--- src/rtl/dff_op_sched.sv ---
// dff_op_sched: two-requester sequencer for a set/reset D flop bank.
// A round-robin arbiter picks one requester; its operation (CLR, SET,
// LOAD, READ) is driven onto the bank control lines for HOLD_CYC cycles.
// The bank output is then read back and verified, and the requester is
// released through a four-phase req/ack handshake.
module dff_op_sched #(
  parameter int WIDTH    = 8,
  parameter int HOLD_CYC = 2
) (
  input  logic             clk,
  input  logic             reset_n,
  input  logic             req0,
  input  logic             req1,
  input  logic [1:0]       op0,
  input  logic [1:0]       op1,
  input  logic [WIDTH-1:0] d0,
  input  logic [WIDTH-1:0] d1,
  output logic             ack0,
  output logic             ack1,
  output logic             dff_reset,
  output logic             dff_set,
  output logic [WIDTH-1:0] dff_d,
  input  logic [WIDTH-1:0] q_in,
  output logic [WIDTH-1:0] rdata,
  output logic             busy,
  output logic             grant_id,
  output logic             err
);

  typedef enum logic [1:0] {IDLE, DRIVE, CHECK, DONE} state_t;
  typedef enum logic [1:0] {OP_CLR = 2'b00, OP_SET = 2'b01,
                            OP_LOAD = 2'b10, OP_READ = 2'b11} op_t;

  // Hold counter is 4 bits wide; HOLD_CYC is limited to 1..15.
  localparam logic [3:0] HOLD_LD = 4'(HOLD_CYC);

  state_t           state_q;
  logic [3:0]       cnt_q;
  op_t              op_q;
  logic [WIDTH-1:0] data_q;
  logic             last_q;
  logic             ack0_q, ack1_q;
  logic             dff_reset_q, dff_set_q;
  logic [WIDTH-1:0] dff_d_q;
  logic [WIDTH-1:0] rdata_q;
  logic             busy_q, grant_id_q, err_q;

  logic             gnt_vld_d;
  logic             gnt_id_d;
  op_t              gnt_op_d;
  logic [WIDTH-1:0] gnt_data_d;
  logic [WIDTH-1:0] exp_d;
  logic             req_gnt_d;

  // Arbitration, granted-request select and expected bank value.
  always_comb begin
    gnt_vld_d = req0 | req1;
    // On a tie the requester not served last wins.
    if (req0 && req1) gnt_id_d = ~last_q;
    else              gnt_id_d = req1;
    gnt_op_d   = gnt_id_d ? op_t'(op1) : op_t'(op0);
    gnt_data_d = gnt_id_d ? d1 : d0;
    req_gnt_d  = grant_id_q ? req1 : req0;
    case (op_q)
      OP_CLR:  exp_d = '0;
      OP_SET:  exp_d = '1;
      default: exp_d = data_q;
    endcase
  end

  // Sequencer FSM with every output registered.
  // NOTE: state is updated with non-blocking assignments so every register
  // in this block samples the pre-edge values of the others.
  always_ff @(posedge clk) begin
    if (!reset_n) begin
      // NOTE: the reset is synchronous, so it lives inside the clocked
      // branch; the bank is held cleared while reset is low.
      state_q     <= IDLE;
      cnt_q       <= '0;
      op_q        <= OP_CLR;
      data_q      <= '0;
      last_q      <= 1'b1;
      ack0_q      <= 1'b0;
      ack1_q      <= 1'b0;
      dff_reset_q <= 1'b1;
      dff_set_q   <= 1'b0;
      dff_d_q     <= '0;
      rdata_q     <= '0;
      busy_q      <= 1'b0;
      grant_id_q  <= 1'b0;
      err_q       <= 1'b0;
    end else begin
      case (state_q)
        IDLE: begin
          if (gnt_vld_d) begin
            state_q     <= DRIVE;
            busy_q      <= 1'b1;
            grant_id_q  <= gnt_id_d;
            last_q      <= gnt_id_d;
            op_q        <= gnt_op_d;
            data_q      <= gnt_data_d;
            cnt_q       <= HOLD_LD;
            // Control lines go high together with DRIVE entry.
            dff_reset_q <= (gnt_op_d == OP_CLR);
            dff_set_q   <= (gnt_op_d == OP_SET);
            if (gnt_op_d == OP_LOAD) dff_d_q <= gnt_data_d;
          end else begin
            dff_reset_q <= 1'b0;
            dff_set_q   <= 1'b0;
          end
        end
        DRIVE: begin
          if (cnt_q <= 4'd1) begin
            state_q     <= CHECK;
            dff_reset_q <= 1'b0;
            dff_set_q   <= 1'b0;
          end else begin
            cnt_q <= cnt_q - 4'd1;
          end
        end
        CHECK: begin
          if (op_q == OP_READ)  rdata_q <= q_in;
          else if (q_in != exp_d) err_q <= 1'b1;
          ack0_q  <= ~grant_id_q & req0;
          ack1_q  <= grant_id_q & req1;
          state_q <= DONE;
        end
        DONE: begin
          // Ack follows the granted req; its release ends the operation.
          if (!req_gnt_d) begin
            ack0_q  <= 1'b0;
            ack1_q  <= 1'b0;
            busy_q  <= 1'b0;
            state_q <= IDLE;
          end
        end
        default: state_q <= IDLE;
      endcase
    end
  end

  assign ack0      = ack0_q;
  assign ack1      = ack1_q;
  assign dff_reset = dff_reset_q;
  assign dff_set   = dff_set_q;
  assign dff_d     = dff_d_q;
  assign rdata     = rdata_q;
  assign busy      = busy_q;
  assign grant_id  = grant_id_q;
  assign err       = err_q;

endmodule

--- config.mk ---
export PLATFORM = sky130hd
export DESIGN_NAME = dff_op_sched
export DESIGN_NICKNAME = d
export VERILOG_FILES = /design/src/rtl/dff_op_sched.sv
export SDC_FILE = /design/constraint.sdc
export NUM_CORES = 1
export LEC_CHECK = 0
export ABC_AREA = 1
export BUFFER_PORTS_ARGS = -buffer_cell sky130_fd_sc_hd__buf_2
export CAP_MARGIN = 20
export CORE_MARGIN = 2
export CORE_UTILIZATION = 30
export DETAILED_ROUTE_END_ITERATION = 10
export SYNTH_ARGS = -nofsm -noshare
export SYNTH_HDL_FRONTEND = slang
export SYNTH_SLANG_ARGS = --single-unit
export TNS_END_PERCENT = 50
--- constraint.sdc ---
create_clock -name clk -period 1.81 [get_ports clk]
set_input_delay 0.0905 -clock clk [delete_from_list [all_inputs] [get_ports clk]]
set_output_delay 0.0905 -clock clk [all_outputs]
set_load 0.02 [all_outputs]
==> flow_summary_export.csv <==
group,metric,value,unit
run_status,outcome,"completed",
cells_and_area,n_antenna_cell,0,
timing,final_max_slew_viol_count,0,
cells_and_area,utilization,0.3728,
timing,slew_headroom,0.8083,
detailed_routing,dr.pass1.iters,4,
logic_synthesis,synth.avg_cell_area,7.109,sq um
global_routing,grt.overflow.total,0,
timing,worst_pin_slew,286.5,ps
clocking,cts_setup_buffers,0,
setup_path,required,1990,ps
timing,fin_skew,14.25,ps
floorplan,num_rows,30,
floorplan,die_area,7452,sq um
detailed_routing,drt_iter0_markers,110,
global_routing,grt_util_all_layers,0.1300,
pwr,p_seq_frac,0.373,
timing,worst_slack,225.7,ps
cells_and_area,syn_to_final_growth,22.52,%
floorplan,die_w,86.33,um
pwr,sw_frac_of_total,0.3936,
cells_and_area,fillers,732,
logic_synthesis,synthTopCellsByArea,"dfxtp_1, nand2_1, o21ai_0",
pwr,p_int,0.002000,W
pwr,vdd.ir_drop.worst,0.4089,mV
global_routing,antenna_found_initial,0,
timing,rsz0062_at_grt,"no",
clocking,root_buffer,"clkbuf_8",
detailed_routing,wl_per_cell,11.03,um
setup_path,path_class,"reg -> reg",
cells_and_area,fin_nets,380,
logic_synthesis,synth.largest_area_cell,"dfxtp_1",
pwr,total_power,0.003298,W
place,dpl.hpwl,3.530,mm
clocking,cts_tree,"done",
flow_run,cap_violations,0,
timing,timing.fmax,631.2,MHz
clocking,htree_levels,2,
place,dp_slack,256.2,ps
timing,finalCritPeriodShare,0.8753,
logic_synthesis,netlist.area_leader.share,0.3938,
pwr,power.leakage,1.199,nW
pwr,p_sw,0.001298,W
clocking,clk_pin_slew,90,ps
place,port_buffers,54,
logic_synthesis,yosys_warnings,0,
detailed_routing,vias,1927,
pwr,combPwrFrac,0.399,
floorplan,fp.dieH,86.33,um
setup_path,r2r_slack,230,ps
global_routing,first_global_vias,1761,
clocking,ctsResizeCount,0,
pwr,power_density,1324,nW/um^2
setup_path,crit_path_end_kind,"register",
pwr,clock_power_share,0.228,
hold_path,holdCritPathClass,"in -> reg",
clocking,ctsHoldBuffers,0,
logic_synthesis,netlist_area,2033,sq um
timing,finalSetupViolCount,0,
setup_path,worstPathArrival,1760,ps
place,gp_congestion,0.7789,
floorplan,io_pins,55,
cells_and_area,layout-drive-gt1-share,0.2420,
setup_path,critPathMaxFanout,16,
logic_synthesis,ys_seq_elements,40,
detailed_routing,wl,4.665,mm
clocking,cts_max_path_buffers,2,
detailed_routing,vias_per_cell,4.556,
logic_synthesis,ys_seq_area_frac,0.3938,
logic_synthesis,syn_nets,324,
global_routing,grt_max_degree,32,
clocking,numCtsBuffers,5,
cells_and_area,final-seq-area,800.8,sq um
global_routing,grt_pass1_wl,7.879,mm
clocking,clk_latency,300,ps
timing,finalHoldViolCount,0,
detailed_routing,drcViolationCount,0,
floorplan,core_area,6681,sq um
detailed_routing,ant_nets,0,
logic_synthesis,ys_types,32,
floorplan,start_util,0.3043,
timing,timing.final.crit_period,1584,ps
setup_path,cp-start-kind,"register",
clocking,numClockSinks,40,
timing,setup_tns,0,ps
logic_synthesis,syn-instance-count,286,
cells_and_area,multi_input_area,1023,sq um
## area by class of cell
| type | count | area share |
|---|---|---|
| Sequential cell | 40 | 0.3214 |
| Clock inverter | 3 | 0.01909 |
| Multi-Input combinational cell | 198 | 0.4108 |
| Tap cell | 80 | 0.04018 |
| Clock buffer | 5 | 0.02762 |
| Timing Repair Buffer | 59 | 0.1236 |
| Inverter | 38 | 0.05726 |
## per-stage QoR
stage / hold slack [ps] / std cells / instance area [sq um]
3_5_place_dp: 394.2 / 415 / 2375
6_report: 75.16 / 423 / 2491
3_3_place_gp: 389.9 / 415 / 2375
5_1_grt: 71.81 / 423 / 2491
2_1_floorplan: 255.0 / 286 / 2033
4_1_cts: 65.74 / 423 / 2491
## path summary, 6_finish.rpt
path,cells past startpoint,start,to
setup / recovery,7,state_q[0],dff_d[7]
hold / removal,3,d1[2],data_q[2]
setup reg to reg,7,state_q[0],dff_d[7]
hold reg to reg,2,rdata[0],rdata[0]
## state kept, by name, summed over array words and instances, names as in the netlist, 2 cells and up
signal,count
op_q,2
state_q,2
cnt_q,4
dff_d,8
rdata,8
data_q,8
## synthesized netlist by cell type
| cell type | n |
|---|---|
| a21oi_2 | 2 |
| a21oi_1 | 28 |
| nand3_1 | 9 |
| clkinv_1 | 1 |
| nor2_1 | 6 |
| or2_1 | 1 |
| buf_6 | 1 |
| inv_1 | 34 |
| o21ai_2 | 2 |
| nand4_1 | 2 |
| o21ai_0 | 30 |
| nand2_1 | 84 |
| buf_8 | 1 |
| inv_2 | 3 |
| nand3b_1 | 6 |
| a31oi_1 | 8 |
| buf_4 | 1 |
| o21ai_4 | 1 |
| a211oi_1 | 1 |
| nand2_2 | 4 |
| clkbuf_1 | 2 |
| or2_2 | 1 |
| ha_1 | 6 |
| xor2_1 | 1 |
| dfxtp_1 | 40 |
| nor3b_2 | 1 |
| o211ai_1 | 1 |
| o31a_1 | 1 |
| buf_2 | 5 |
| nor3_1 | 1 |
| nand3_4 | 1 |
| nor2_4 | 1 |
## cells by family after synthesis
logic type,synth area share
simple gates,0.2578
compound gates,0.2043
buf+inv,0.1028
flops,0.3938
fa+ha+maj,0.03692
xor+xnor,0.004308
## worst max-delay path: stages, from the launching register on
cell	delay (ps)
dfxtp_1	330
inv_1	100
ha_1	290
inv_1	110
nor2_4	190
nand3_4	200
o21ai_0	210
a21oi_1	60
## routing by layer
layer / global-route usage / vias to the layer above / routed length (um)
li1: - / 1041 / -
met1: 0.1820 / 835 / 2336
met4: 0.04688 / 0 / 46
met5: 0 / - / 0
met2: 0.1944 / 47 / 2065
met3: 0.03143 / 4 / 215
## layout by cell type, fill, tap and decap left out, types with 5 or more instances in the layout
| master | count |
|---|---|
| dfxtp_1 | 40 |
| buf_2 | 54 |
| buf_4 | 5 |
| nor2_1 | 6 |
| o21ai_0 | 30 |
| inv_1 | 34 |
| nand3b_1 | 6 |
| nand2_1 | 84 |
| a21oi_1 | 28 |
| nand3_1 | 9 |
| a31oi_1 | 8 |
| clkbuf_8 | 5 |
| ha_1 | 6 |
## power by group through the flow
stage | combinational, W | clock [W] | sequential, W
2_1_floorplan | 0.000938 | 0 | 0.00132
3_3_place_gp | 0.00129 | 0 | 0.00124
3_5_place_dp | 0.00132 | 0 | 0.00125
4_1_cts | 0.00133 | 0.000785 | 0.00123
5_1_grt | 0.00151 | 0.000816 | 0.00126
6_report | 0.00132 | 0.000753 | 0.00123
Power figures use the tool's default switching activity.
